### config.mk
export PLATFORM = sky130hd
export DESIGN_NAME = adder_arbiter
export DESIGN_NICKNAME = d
export VERILOG_FILES = /design/src/rtl/adder_arbiter.sv
export SDC_FILE = /design/constraint.sdc
export NUM_CORES = 1
export LEC_CHECK = 0
export CORE_AREA = 3 3 69 71
export DETAILED_ROUTE_END_ITERATION = 16
export DIE_AREA = 0 0 72 74
export PLACE_DENSITY = 0.95
export SLEW_MARGIN = 20
export SYNTH_ARGS = -nofsm -noshare
export SYNTH_HDL_FRONTEND = slang
export SYNTH_SLANG_ARGS = --single-unit
### constraint.sdc
create_clock -name clk -period 8.66 [get_ports clk]
set_input_delay 0.866 -clock clk [delete_from_list [all_inputs] [get_ports clk]]
set_output_delay 0.866 -clock clk [all_outputs]
set_load 0.01 [all_outputs]
### src/rtl/adder_arbiter.sv
// Round-robin arbiter sharing one external adder among NUM_REQ requesters.
// Optional: define ADDER_ARB_STATS_EN to enable the ops_count counter.
module adder_arbiter #(
  parameter int DATA_WIDTH = 4,
  parameter int NUM_REQ    = 4
) (
  input  logic                          clk,
  input  logic                          rst,
  input  logic [NUM_REQ-1:0]            req_valid,
  output logic [NUM_REQ-1:0]            req_ready,
  input  logic [NUM_REQ*DATA_WIDTH-1:0] req_A,
  input  logic [NUM_REQ*DATA_WIDTH-1:0] req_B,
  output logic [DATA_WIDTH-1:0]         adder_A,
  output logic [DATA_WIDTH-1:0]         adder_B,
  input  logic [DATA_WIDTH:0]           adder_X,
  output logic                          resp_valid,
  input  logic                          resp_ready,
  output logic [DATA_WIDTH:0]           resp_X,
  output logic [$clog2(NUM_REQ)-1:0]    resp_id,
  output logic [15:0]                   ops_count
);

  localparam int IDW = $clog2(NUM_REQ);
  localparam int IW1 = IDW + 1;

  typedef enum logic [1:0] {
    IDLE,
    ADD,
    RESP
  } state_t;

  state_t                state_q, state_d;
  logic [IDW-1:0]        rr_ptr_q, rr_ptr_d;
  logic [DATA_WIDTH-1:0] a_q, a_d;
  logic [DATA_WIDTH-1:0] b_q, b_d;
  logic [DATA_WIDTH:0]   x_q, x_d;
  logic [IDW-1:0]        id_q, id_d;

  logic                  gnt_found;
  logic [IDW-1:0]        gnt_idx;
  logic [NUM_REQ-1:0]    gnt_oh;
  logic [IW1-1:0]        idx_w;
  logic [IDW-1:0]        nxt_ptr;

  // Scan from rr_ptr upward with wrap; the first valid requester wins.
  always_comb begin
    gnt_found = 1'b0;
    gnt_idx   = '0;
    gnt_oh    = '0;
    idx_w     = '0;
    for (int k = 0; k < NUM_REQ; k++) begin
      idx_w = {1'b0, rr_ptr_q} + IW1'(k);
      if (idx_w >= IW1'(NUM_REQ))
        idx_w = idx_w - IW1'(NUM_REQ);
      if (!gnt_found && req_valid[idx_w[IDW-1:0]]) begin
        gnt_found                 = 1'b1;
        gnt_idx                   = idx_w[IDW-1:0];
        gnt_oh[idx_w[IDW-1:0]]    = 1'b1;
      end
    end
  end

  assign nxt_ptr = (gnt_idx == IDW'(NUM_REQ - 1)) ? '0 : gnt_idx + 1'b1;

  always_comb begin
    state_d   = state_q;
    rr_ptr_d  = rr_ptr_q;
    a_d       = a_q;
    b_d       = b_q;
    x_d       = x_q;
    id_d      = id_q;
    req_ready = '0;
    unique case (state_q)
      IDLE: begin
        if (gnt_found) begin
          req_ready = gnt_oh;
          a_d       = req_A[int'(gnt_idx)*DATA_WIDTH +: DATA_WIDTH];
          b_d       = req_B[int'(gnt_idx)*DATA_WIDTH +: DATA_WIDTH];
          id_d      = gnt_idx;
          rr_ptr_d  = nxt_ptr;
          state_d   = ADD;
        end
      end
      ADD: begin
        x_d     = adder_X;
        state_d = RESP;
      end
      RESP: begin
        if (resp_ready)
          state_d = IDLE;
      end
      default: state_d = IDLE;
    endcase
  end

  always_ff @(posedge clk or posedge rst) begin
    if (rst) begin
      state_q  <= IDLE;
      rr_ptr_q <= '0;
      a_q      <= '0;
      b_q      <= '0;
      x_q      <= '0;
      id_q     <= '0;
    end else begin
      state_q  <= state_d;
      rr_ptr_q <= rr_ptr_d;
      a_q      <= a_d;
      b_q      <= b_d;
      x_q      <= x_d;
      id_q     <= id_d;
    end
  end

  assign adder_A    = a_q;
  assign adder_B    = b_q;
  assign resp_X     = x_q;
  assign resp_id    = id_q;
  assign resp_valid = (state_q == RESP);

`ifdef ADDER_ARB_STATS_EN
  logic [15:0] ops_q, ops_d;

  always_comb begin
    ops_d = ops_q;
    if (resp_valid && resp_ready && ops_q != 16'hFFFF)
      ops_d = ops_q + 16'd1;
  end

  always_ff @(posedge clk or posedge rst) begin
    if (rst)
      ops_q <= '0;
    else
      ops_q <= ops_d;
  end

  assign ops_count = ops_q;
`else
  assign ops_count = '0;
`endif

endmodule

Word-level counts from Yosys, hierarchy flattened
Index checks and enable logic that the tools add are counted.
{"block": "word_totals", "ff_bits": 19, "ramBits": 0, "out_inout_bits": 36, "latchBits": 0, "rom_bits": 0, "memories": 0}
{"block": "classes", "n_addsub": 8, "div_mod_pow": 0, "n_shift": 2, "muxes": 38, "n_bitwise": 3, "mul": 0, "eq_ne": 5, "n_lt_le_gt_ge": 12, "reduce_logical": 13}
{"op": "$shiftx A16 B5 Y4", "n": 2}
{"op": "$mux W4", "n": 6}
{"op": "$mux W2", "n": 11}
{"op": "$lt A2 B3 Y1 const B", "n": 4}
{"op": "$mux W1", "n": 12}
{"op": "$or A4 B4 Y4", "n": 3}
{"op": "$ge A3 B3 Y1 const B", "n": 3}
{"op": "$bmux W1 S2", "n": 4}
{"op": "$demux W1 S2", "n": 4}
{"op": "$ge A2 B1 Y1 const B", "n": 4}
{"op": "$sub A2 B1 Y2 const B", "n": 4}
{"op": "$logic_and A1 B1 Y1", "n": 7}
{"op": "$add A2 B2 Y3 const B", "n": 2}
{"op": "$pmux W2 S3", "n": 1}
{"op": "$eq A2 B2 Y1 const B", "n": 2}
{"op": "$reduce_and A2 Y1", "n": 2}
{"op": "$add A2 B1 Y3 const B", "n": 1}
{"op": "$ge A2 B3 Y1 const B", "n": 1}
{"op": "$logic_not A1 Y1", "n": 3}
{"op": "$add A2 B1 Y2 const B", "n": 1}
{"op": "$eq A2 B1 Y1 const B", "n": 1}
{"op": "$logic_not A2 Y1", "n": 1}
{"op": "$ne A2 B1 Y1 const B", "n": 1}
{"op": "$ne A2 B2 Y1 const B", "n": 1}

Longest topological paths before layout
{"block": "logic_depth", "word_depth": 16, "depth_mapped": 12, "ltp_nobuf": 9}

Least setup slack after synthesis
Ideal clock, no wire load.
{"block": "synth_path", "kind": "flip-flop to output port", "startpoint": "reg rr_ptr_q[0]", "endpoint": "out req_ready[0]", "arrival_ns": 2.487, "path_buffers": 3, "stages_incl_launch_ff": 10, "slack_ns": 5.307, "required_time_ns": 7.794, "cell_sequence": "dfrtp_1 > buf_6 > inv_1 > clkbuf_1 > ha_1 > mux4_1 > clkbuf_1 > a221o_1 > o21ai_0 > a21oi_1"}
{"block": "synth_between", "elab_chain_len": 16, "word_cells_on_any_way": 62, "cone_classes": "add/sub: 7; order compare: 12; mux: 30; bitwise: 3; reduce/logical: 10"}
{"item": "start, declared", "line": "33", "text": "logic [IDW-1:0] rr_ptr_q, rr_ptr_d;"}
{"item": "start signal, assigned", "line": "106", "text": "rr_ptr_q <= rr_ptr_d;"}
{"item": "parallel branches: the longest is 14 deep, another holds $add A2 B1 Y3"}
{"item": "$mux W4 *", "line": "75", "text": "if (gnt_found) begin"}
{"item": "$mux W4 *", "line": "73", "text": "unique case (state_q)"}
{"item": "end, declared", "line": "10", "text": "output logic [NUM_REQ-1:0] req_ready,"}
Every way passes the cells marked *. The select of a mux whose other input is x is not followed.

Worst setup path after layout
{"block": "layout_path", "startpoint": "reg rr_ptr_q[0]", "endpoint": "out req_ready[1]"}
Same word-level chain as after synthesis.

==> qor.yml <==
die_area_um2: 5330
drtPass1Iterations: 5
gr-usage-all-layers_pct: 19.0
hold_violations: 0
gp_congestion: 0.908
clock_path_buffers: 2
crit_required_ns: 7.79
syn_inst: 229
dp_hpwl_um: 3850
rows: 24
start_kind: "register"
drt_iter0_markers: 217
synth-edff-count: 0
clock-root-buffer: "clkbuf_8"
fin_nets: 332
num_vias: 1961
worstMarginPinSlew_ns: 0.973
period_share_pct: 57.6
total_power_uw: 954
slew_headroom_pct: 34.3
cts_resized: 0
cts_hold_buffers: 0
syn_area_um2: 2010
end_kind: "output port"
regToRegStartpoint: "rr_ptr_q[0]"
initial_utilization_pct: 46.8
cp_slowest_cell: "mux4_1"
layout_min_cycle_time_ns: 4.99
design_area_um2: 2610
fp.dieH_um: 74
leakage_nw: 1.12
io_buffers: 63
die_w_um: 72
cp_max_fo: 34
path_class: "reg -> out"
p_per_area_nw_per_um2: 365
viasPerCell: 5.94
synth_seq_cells: 19
drt-total-wl_um: 5180
fin_setup_tns_ns: 0
setup_viol: 0
clk_pin_slew_ns: 0.07
cap_violations: 0
synth_area_per_cell_um2: 8.77
status: "completed"
clock_sink_count: 19
peakVddDrop_uv: 237
grt_max_degree: 35
yosysSeqAreaShare_pct: 23.7
drv_slew: 0
synthDistinctLibCells: 40
mostFrequentLayoutCell: "clkdlybuf4s50_1"
arrival_ns: 4.12
cts_setup_buffers: 0
grt_pass1_vias: 1682
yosys_warnings: 0
htreeDepth: 1
syn_to_final_growth_pct: 30.1
io_pins: 80
ant_nets: 0
coreArea_um2: 4290
hp-start: "adder_B[3]"
min_path_type: "reg -> reg"
synthFlopType: "dfrtp_1"
fin_worst_skew_ns: 0.00262
fmaxAchievable_mhz: 200
post_dp_cell_area_um2: 2560
antenna_found_initial: 0
cpPeakStageDelay_ns: 0.69
drc_errors: 0
n_antenna_cell: 0
cp_cell_sequence: "buf_4 -> inv_1 -> ha_1 -> mux4_1 -> nor2b_4 -> a221o_1 -> o21ai_0 -> a21oi_1 -> clkdlybuf4s50_1"
gr-total-overflow: 0
grt_pass1_wl_um: 8130
avgRoutedWirePerCell_um: 15.7
synthArstFlopShare_pct: 100
setup.worst_path.start: "rr_ptr_q[0]"
whs_ns: 0.495
clock_latency_ns: 0.26
fillers: 373
cts_tree: "built"
cts_buffers: 3
rsz0062_at_grt: "no"
post_route_cells_drive_above_1_share_pct: 9.71
final_cell_mix: "clkdlybuf4s50_1, a21oi_1, dfrtp_1"
[cell families after synthesis]
family | share of synthesized area, %
DFF | 23.7
and+or+nand+nor | 17.1
other | 0.187
muxes | 13.0
AOI/OAI and AO/OA | 28.2
buffers and inverters | 12.3
adders and majority gates | 5.61
[worst max-delay path: cells and delay by family (launching register included)]
family,cells,cell delay (ns)
flip-flops,1,0.36
AND/OR/NAND/NOR,1,0.43
buffers and inverters,3,1.37
AO/OA/AOI/OAI,3,0.44
multiplexers,1,0.69
adder cells (fa/ha/maj),1,0.54
[metrics by stage]
step                      cells  utilization [%]  setup slack [ns]
final                       330             60.8              3.67
after global routing        330             60.8              3.42
after CTS                   330             60.6              3.71
after detailed placement    326             59.6              4.02
after global placement      326             59.6              4.11
after floorplan             244                -              5.31
[cell usage after synthesis (all sizes together), types with 9 or more instances]
| master | n | area share (%) |
|---|---|---|
| mux2i | 11 | 5.5 |
| dfrtp | 19 | 24 |
| mux2 | 9 | 5.0 |
| ha | 9 | 5.6 |
| clkbuf | 14 | 2.7 |
| and3 | 16 | 5.0 |
| buf | 22 | 8.5 |
| nand2 | 17 | 3.3 |
| a2111oi | 9 | 6.1 |
| a21oi | 21 | 5.2 |
| nand3 | 16 | 4.0 |
[registers in the layout, summed over array words and instances, names as in the netlist]
name,cells
rr_ptr_q,2
resp_X,5
state_q,2
adder_B,4
resp_id,2
adder_A,4
[per-layer routing]
| layer | vias up | track usage [%] | share of wire (%) |
|---|---|---|---|
| li1 | 945 | - | - |
| met1 | 926 | 25.4 | 42 |
| met2 | 82 | 31.8 | 49 |
| met3 | 8 | 2.30 | 7.0 |
| met4 | 0 | 6.68 | 1.5 |
| met5 | - | 0 | 0 |
[report_power, final]
part	switching [mW]	total [mW]	internal, mW
logic	0.395	0.729	0.334
registers	0.0275	0.164	0.136
clock network	0.0289	0.0609	0.0320
total	0.451	0.954	0.502
[final cells by class]
type	instances	area [um2]	area share (%)
multi-input cells	183	1350	51.7
repair buffers	66	653	25.0
well taps	52	65.1	2.49
clock inverters	1	5.00	0.192
inverters	6	22.5	0.862
clock buffers	3	41.3	1.58
flip-flops and latches	19	475	18.2
[worst paths after layout]
| check | to | slack, ns | depth (start not counted) |
|---|---|---|---|
| max in group asynchronous | adder_B[2] | 7.22 | 2 |
| hold / removal | adder_B[3] | 0.49 | 2 |
| min in group asynchronous | resp_X[4] | 1.01 | 2 |
| setup reg to reg | rr_ptr_q[1] | 4.49 | 9 |
| hold reg to reg | adder_B[3] | 0.49 | 2 |
| setup / recovery | req_ready[1] | 3.67 | 9 |
(Power assumes the default switching activity.)
==> variant, RTL diff (same settings) <==
Re-encode `state_t` (3 states) as one-hot, 3 bits wide.
--- a/src/rtl/adder_arbiter.sv
+++ b/src/rtl/adder_arbiter.sv
@@ -23,10 +23,10 @@
   localparam int IDW = $clog2(NUM_REQ);
   localparam int IW1 = IDW + 1;
 
-  typedef enum logic [1:0] {
-    IDLE,
-    ADD,
-    RESP
+  typedef enum logic [2:0] {
+    IDLE = 3'b001,
+    ADD  = 3'b010,
+    RESP = 3'b100
   } state_t;
 
   state_t                state_q, state_d;
Behaviour: same outputs for any inputs over 10 cycles, from zero or initial values and one cycle with rst high; not proved beyond that.
==> variant against the unedited design <==
Total power fell by 6.3%. Wire length fell by 1.1%. Core utilization fell by 3.8 points. Global-route usage rose by 0.41 points. Count of clock-buffer cells in the layout rose by 1. First-iteration DRC count fell by 71%. Clock power rose by 21%. Sequential cell count rose by 1. Synthesized area fell by 7.4%. Highest routed layer unchanged. Via count fell by 14%. Setup slack improved by 0.26 ns. Final area fell by 6.3%.
==> variant: results (changes against the unedited design) <==
metric	value	unit	change
hold_path_depth	2		unchanged
grt_pass1_wl	8140	microns	was 8130 microns
antenna_found_initial	0		unchanged
r2r_end	rr_ptr_q[0]$_DFFE_PP0P_		was rr_ptr_q[1]$_DFFE_PP0P_
synthArstFlopShare	100	%	unchanged
grt_pass1_vias	1715		was 1,682
layout.nets	300		was 332
rr_worst_depth	10		was 9
synth_common_cells	nor2_1 (25), dfrtp_1 (19), buf_4 (18)		was a21oi_1 (21), dfrtp_1 (19), buf_4 (17)
largest_register_ffs	5		unchanged
synth_ff_type	dfrtp_1		unchanged
whs	0.493	ns	was 0.495 ns
wirelength_met1	2010	microns	was 2200 microns
routed.top_layer	met4		unchanged
gp_congestion	0.831		was 0.908
clock_latency	0.26	ns	about the same
postSynthCellCount	192		was 229
numCtsBuffers	3		unchanged
clk_pin_slew	0.08	ns	
placed_area	0.00239	sq mm	was 0.00256 sq mm
ys_warn_count	0		unchanged
drt_iter0_drc	62		was 217
ir_drop	0.000211	V	was 0.000237 V
clock_path_buffers	2		unchanged
slew_headroom	46.9	%	was 34.3%
cts_max_level	1		unchanged
synth_cell_types	49		was 40
clockRootBuffer	clkbuf_8		unchanged
path_max_fanout	22		was 34
period_share	54.7	%	was 57.6%
layout-drive-gt1-share	12.6	%	was 9.71%
p_leak	1.04	nW	was 1.12 nW
ys_top_cells_by_area	dfrtp_1 (26%), mux2i_1 (9.2%), buf_4 (7.3%), ha_1 (5.4%), nor2_1 (5.0%)		was dfrtp_1 (24%), buf_4 (6.4%), ha_1 (5.6%), mux2i_1 (5.5%), a2111oi_2 (5.2%)
wl_met3	298	microns	was 361 microns
startpoint	rr_ptr_q[0]$_DFFE_PP0P_		unchanged
firstDrtPassIters	4		was 5
dp_hpwl	3870	microns	was 3850 microns
hold_start	adder_A[2]$_DFFE_PP0P_		was adder_B[3]$_DFFE_PP0P_
cts_setup_buffers	0		unchanged
min_to	adder_A[2]$_DFFE_PP0P_		was adder_B[3]$_DFFE_PP0P_
r2r_setup_slack	4.77	ns	was 4.49 ns
grt_max_degree	23		was 35
wl_per_cell	17.1	microns	was 15.7 microns
track_usage	19.4	%	was 19.0%
nFillCells	348		was 373
fin_skew	0.00180	ns	was 0.00262 ns
required	7.79	ns	about the same
n_antenna_cell	0		unchanged
wl_met2	2650	microns	was 2540 microns
outcome	finished, final reports clean		unchanged
portBuffers	63		unchanged
cts_resized	0		unchanged
totalWireLength	5120	microns	was 5180 microns
avgViaCountPerCell	5.67		was 5.94
min_path_type	reg -> reg		unchanged
pre_cts_slack	4.26	ns	was 4.02 ns
ys_seq_area_share	27.0	%	was 23.7%
crit_end	req_ready[2]		was req_ready[1]
## variant: cell count changes after synthesis, moves of 6 or more
| cell | change |
|---|---|
| nor3_1 | +7 |
| a21oi_1 | -17 |
| nor2_1 | +21 |
| a22o_1 | -7 |
| nand3_1 | -16 |
| and3_1 | -16 |
| mux2i_1 | +6 |
| clkbuf_1 | -12 |
| a2111oi_2 | -6 |
## variant: kinds of logic (layout without fill, tap and decap cells)
| kind of cell | after synthesis | in the layout | synth area share [%] |
|---|---|---|---|
| AOI/OAI and AO/OA | 41 | 41 | 19.7 |
| DFF | 20 | 20 | 27.0 |
| adders and majority gates | 8 | 8 | 5.38 |
| buffers and inverters | 35 | 75 | 13.5 |
| other | 1 | 16 | 0.202 |
| and+or+nand+nor | 60 | 60 | 17.2 |
| muxes | 27 | 27 | 17.0 |
## variant: worst max-delay path, stage by stage (launching register included)
cell and delay (ns):
dfrtp_1 0.87, inv_1 0.40, ha_1 0.61, or3b_1 0.45, nor4b_1 0.29, or3_4 0.23, a221oi_1 0.09, nor2_1 0.11
clkdlybuf4s50_1 0.54
## variant: power breakdown
group / internal [mW] / switching (mW) / total (mW)
Sequential: 0.143 / 0.0482 / 0.192
Clock: 0.0405 / 0.0329 / 0.0735
Combinational: 0.303 / 0.326 / 0.628
## variant: per-layer routing
layer,vias to the layer above,global-route usage [%]
met4,0,9.60
met1,814,24.0
li1,784,-
met5,-,0
met2,81,33.0
met3,16,3.11
## variant: layout make-up
cell class	count	area [sq um]	area share, %
Timing Repair Buffer	63	631	25.8
Tap cell	52	65.1	2.66
Sequential cell	20	502	20.5
Clock buffer	4	55.1	2.25
Multi-Input combinational cell	152	1160	47.5
Inverter	8	32.5	1.33
